### config.mk
export PLATFORM = sky130hd
export DESIGN_NAME = bus_arbiter
export DESIGN_NICKNAME = d
export VERILOG_FILES = /design/src/rtl/bus_arbiter_pkg.sv /design/src/rtl/bus_rr_pick.sv /design/src/rtl/bus_arbiter.sv
export SDC_FILE = /design/constraint.sdc
export NUM_CORES = 1
export LEC_CHECK = 0
export ABC_AREA = 1
export BUFFER_PORTS_ARGS = -buffer_cell sky130_fd_sc_hd__buf_4
export CORE_MARGIN = 3
export CORE_UTILIZATION = 40
export DETAILED_ROUTE_END_ITERATION = 16
export PLACE_DENSITY = 0.61
export SYNTH_ARGS = -nofsm -noshare
export SYNTH_HDL_FRONTEND = slang
export SYNTH_HIERARCHICAL = 1
export SYNTH_SLANG_ARGS = --single-unit
### constraint.sdc
create_clock -name clk -period 2.27 [get_ports clk]
set_input_delay 0.227 -clock clk [delete_from_list [all_inputs] [get_ports clk]]
set_output_delay 0.227 -clock clk [all_outputs]
set_load 0.05 [all_outputs]
### src/rtl/bus_arbiter_pkg.sv
// Shared definitions for the four-master bus arbiter: channel count, owner encodings,
// active-low signalling levels and the grant decode helper.
// Pure declarations; no logic, no latency, no flow control.
package bus_arbiter_pkg;

    localparam int BUS_MASTER_CH = 4;
    localparam int BUS_OWNER_W   = 2;
    localparam int HOLD_DEFAULT  = 16;

    // Request/grant lines are active-low throughout the bus.
    localparam logic ENABLE_  = 1'b0;
    localparam logic DISABLE_ = 1'b1;

    // State encoding doubles as the owner index / master mux select.
    typedef enum logic [BUS_OWNER_W-1:0] {
        OWN_M0 = 2'd0,
        OWN_M1 = 2'd1,
        OWN_M2 = 2'd2,
        OWN_M3 = 2'd3
    } owner_e;

    // One-hot-low grant vector for a given owner: exactly one bit low.
    function automatic logic [BUS_MASTER_CH-1:0] grant_decode(input logic [BUS_OWNER_W-1:0] own);
        grant_decode = ~(4'b0001 << own);
    endfunction

endpackage

### src/rtl/bus_rr_pick.sv
// Round-robin next-owner pick: scans owner+1, +2, +3 (mod 4) for the first active-low request.
// Purely combinational, zero latency; no flow control.
// Ports: owner_i current owner, req_n_i active-low requests [m3..m0], next_o picked index, found_o hit flag.
module bus_rr_pick
    import bus_arbiter_pkg::*;
(
    input  logic [BUS_OWNER_W-1:0]   owner_i,
    input  logic [BUS_MASTER_CH-1:0] req_n_i,
    output logic [BUS_OWNER_W-1:0]   next_o,
    output logic                     found_o
);

    logic [BUS_OWNER_W-1:0] cand;

    always_comb begin
        next_o  = owner_i;
        found_o = 1'b0;
        cand    = owner_i;
        // The current owner itself is never a candidate, so a releasing
        // master can never be handed the bus straight back.
        for (int k = 1; k < BUS_MASTER_CH; k++) begin
            cand = owner_i + BUS_OWNER_W'(k);
            if (!found_o && (req_n_i[cand] == ENABLE_)) begin
                next_o  = cand;
                found_o = 1'b1;
            end
        end
    end

endmodule

### src/rtl/bus_arbiter.sv
// Four-master bus arbiter: active-low req/grant, round-robin priority, per-tenure hold limit.
// Latency: request to idle bus or handover after release is granted on the next rising edge.
// Backpressure: a requester waits with req_ low until granted; owner is preempted after HOLD_MAX contended cycles.
// Ports: clk, reset (async active-low), m0..m3_req_ (active-low requests), m0..m3_grnt_ (active-low
//        registered grants, one-hot-low), owner (registered owner index), busy (owner currently requesting).
module bus_arbiter
    import bus_arbiter_pkg::*;
#(
    parameter int HOLD_MAX = HOLD_DEFAULT,
    parameter int HOLD_W   = 5
) (
    input  logic                   clk,
    input  logic                   reset,
    input  logic                   m0_req_,
    input  logic                   m1_req_,
    input  logic                   m2_req_,
    input  logic                   m3_req_,
    output logic                   m0_grnt_,
    output logic                   m1_grnt_,
    output logic                   m2_grnt_,
    output logic                   m3_grnt_,
    output logic [BUS_OWNER_W-1:0] owner,
    output logic                   busy
);

    localparam logic [HOLD_W-1:0] HOLD_LAST = HOLD_W'(HOLD_MAX - 1);

    logic [BUS_MASTER_CH-1:0] req_n;
    logic [BUS_MASTER_CH-1:0] grnt_n;
    owner_e                   state_q, state_d;
    logic [HOLD_W-1:0]        hold_q, hold_d;
    logic                     owner_req;
    logic                     others_req;
    logic [BUS_OWNER_W-1:0]   pick_idx;
    logic                     pick_found;

    assign req_n = {m3_req_, m2_req_, m1_req_, m0_req_};

    assign owner_req  = (req_n[state_q] == ENABLE_);
    // grnt_n is high on every non-owner lane, so it masks the owner out.
    assign others_req = |(~req_n & grnt_n);

    bus_rr_pick u_pick (
        .owner_i (state_q),
        .req_n_i (req_n),
        .next_o  (pick_idx),
        .found_o (pick_found)
    );

    always_ff @(posedge clk or negedge reset) begin
        if (!reset) begin
            state_q <= OWN_M0;
            hold_q  <= '0;
        end else begin
            state_q <= state_d;
            hold_q  <= hold_d;
        end
    end

    always_comb begin
        state_d = state_q;
        hold_d  = hold_q;

        if (!owner_req) begin
            // Owner released: hand over if anyone else wants it, else stay parked.
            if (pick_found) begin
                state_d = owner_e'(pick_idx);
            end
        end else if ((hold_q == HOLD_LAST) && pick_found) begin
            // Tenure limit reached under contention: forced handover.
            state_d = owner_e'(pick_idx);
        end

        if ((state_d != state_q) || !others_req) begin
            hold_d = '0;
        end else if (owner_req && (hold_q != HOLD_LAST)) begin
            hold_d = hold_q + HOLD_W'(1);
        end
    end

    // Grants come straight off the owner register, so they inherit its
    // async reset and can never glitch to two-low during a handover.
    assign grnt_n   = grant_decode(state_q);
    assign m0_grnt_ = grnt_n[0];
    assign m1_grnt_ = grnt_n[1];
    assign m2_grnt_ = grnt_n[2];
    assign m3_grnt_ = grnt_n[3];

    assign owner = state_q;
    assign busy  = owner_req;

endmodule

==> reports/metrics.cfg <==
[route]
drtIter0Drc=18
vias=867
drtAntennaViolNets=0
finalWirelength_um=2030
vias_per_cell=4.82
drc=0
drtPass1Iterations=4
wl_per_cell_um=11.3

[clocking]
numCtsBuffers=3
cts_sinks=7
h-tree-depth=1
clk_latency_ps=250
clkTransAtPathRegs_ps=50
cts_root_buf=clkbuf_4
cts_buffer_depth=2
cts_tree=yes

[sta]
setup_viol=0
fin_crit_sh=0.950
relSlewSlack=0.829
rsz0062_at_grt=true
period_needed_ps=2160
finalSetupTns_ps=0
hold_violations=0
worstMarginPinSlew_ps=254
fin_skew_ps=4.95
drv_slew=0
max_freq_mhz=464

[setup_path]
cp-start-kind=flop
crit_path_end_kind=flop
crit_arrival_ps=2340
rrSetupSlack_ps=110
path_class=reg -> reg
crit_path_max_fanout=6
reg2regPathDepth=12
cp.required_ps=2450

[synth]
synth.top_cells.by_area=dfrtp_1 20%, nand2_4 16%, nand2_1 15%, nand2_2 7.0%, inv_1 6.7%
yosysTopAreaCell=dfrtp_1
yosys_register_bits=7
synth-async-reset-ratio=1.00
synth.most_common_cell=nand2_1
syn_inst=131
synth.top_cells.by_count=36 x nand2_1, 16 x inv_1, 13 x nand2_4
ys_seq_area_frac=0.196
netlist_area_um2=895
synthDominantCellAreaShare=0.196
synth-edff-count=0
ys_types=24
syn_nets=139
synthFlopType=dfrtp_1
syn_avg_cell_area_um2=6.83
yosys_warnings=6

[global_routing]
grt.total_usage=0.161
grt_pass1_vias=811
grt_max_degree=17
antenna_found_initial=0
grt-ovfl-total=0
grt_pass1_wl_um=3370

[cells_and_area]
final_cells=180
area_growth_pct=29.8
seq_area_um2=180
multi_input_area_um2=686
layout.nets=162
antenna_cells=0
drive_gt1_frac=0.464
nFillCells=207

[flow_run]
cap_violations=0

[placement]
gp_congestion=0.804
dp_hpwl_um=1450
dp_cells=170
portBuffers=12

[floorplanning]
core_um2=2040
die_w_um=53.3
num_rows=16
chipHeight_um=53.3
die_area_um2=2840
ioPinCount=13
initial_utilization=0.438

[status]
outcome=finished, final reports clean

[min_path]
min_path_type=in -> async

## state kept, by name (all words and copies together) (netlist names)
name / flops
hold_q: 5
owner: 2
## per-layer routing
metal,GRT usage,up-vias,share of wire
li1,-,449,-
met1,0.190,387,0.44
met2,0.263,26,0.48
met3,0.0592,5,0.060
met4,0.0553,0,0.020
met5,0,-,0
## layout make-up
type,instances,share of cell area
Clock buffer,4,0.0226
Inverter,20,0.0711
Sequential cell,7,0.155
Tap cell,27,0.0291
Timing Repair Buffer,19,0.131
Multi-Input combinational cell,103,0.591
## stage by stage
step,instance area [um2],worst slack (ps),utilization,hold WS [ps]
2_1_floorplan,897,183,-,-68.6
3_3_place_gp,1020,117,0.498,42.1
6_report,1160,114,0.569,323
3_5_place_dp,1020,92.9,0.498,45.5
4_1_cts,1050,66.0,0.516,316
5_1_grt,1160,-25.9,0.569,320
## final timing paths
kind / startpoint / endpoint
min: reset / hold_q[1]$_DFFE_PN0P_
max reg2reg: owner[0]$_DFF_PN0_ / hold_q[4]$_DFFE_PN0P_
max in group asynchronous: reset / owner[0]$_DFF_PN0_
max: owner[0]$_DFF_PN0_ / hold_q[4]$_DFFE_PN0P_
min reg2reg: hold_q[4]$_DFFE_PN0P_ / hold_q[4]$_DFFE_PN0P_
min in group clk: m2_req_ / hold_q[1]$_DFFE_PN0P_
## cell families (layout without fill, tap and decap cells)
family | after synthesis | count (layout) | share of synthesized area
and+or+nand+nor | 85 | 85 | 0.536
DFF | 7 | 7 | 0.196
AOI/OAI and AO/OA | 12 | 12 | 0.0881
buffers and inverters | 21 | 43 | 0.105
adders and majority gates | 2 | 2 | 0.0280
xor gates and xnor gates | 4 | 4 | 0.0476
## cell usage in the layout, fill, tap and decap left out, drive strengths merged
master / count
nand2: 59
inv: 20
buf: 18
nand3: 13
nor2: 10
dfrtp: 7
o21ai: 6
a21oi: 4
xor2: 4
clkbuf: 4
nand3b: 2
ha: 2
nor3: 1
a22oi: 1
dlygate4sd3: 1
a31oi: 1
## critical path, cell delays in order, from the launching register on
cell and delay, ps:
dfrtp_4 540, buf_6 150, nand2_2 70, nand2_4 90, nand2_4 70, o21ai_4 60, nand3b_1 250, o21ai_0 300
nand3b_1 140, nand3_1 90, nand2_2 90, nand3_4 100, nor2_1 110
## repair_timing
| item | CTS | global route |
|---|---|---|
| buffers inserted | 0 | 5 |
| resized for setup | 0 | 21 |
| hold buffers | 1 | 0 |
| hold endpoints to repair | 7 | 0 |
| endpoints found under the setup margin | 0 | 5 |
Power is left out: the tool's default activity adds up to more than one toggle a clock period on the data nets, which glitch-free logic cannot reach.
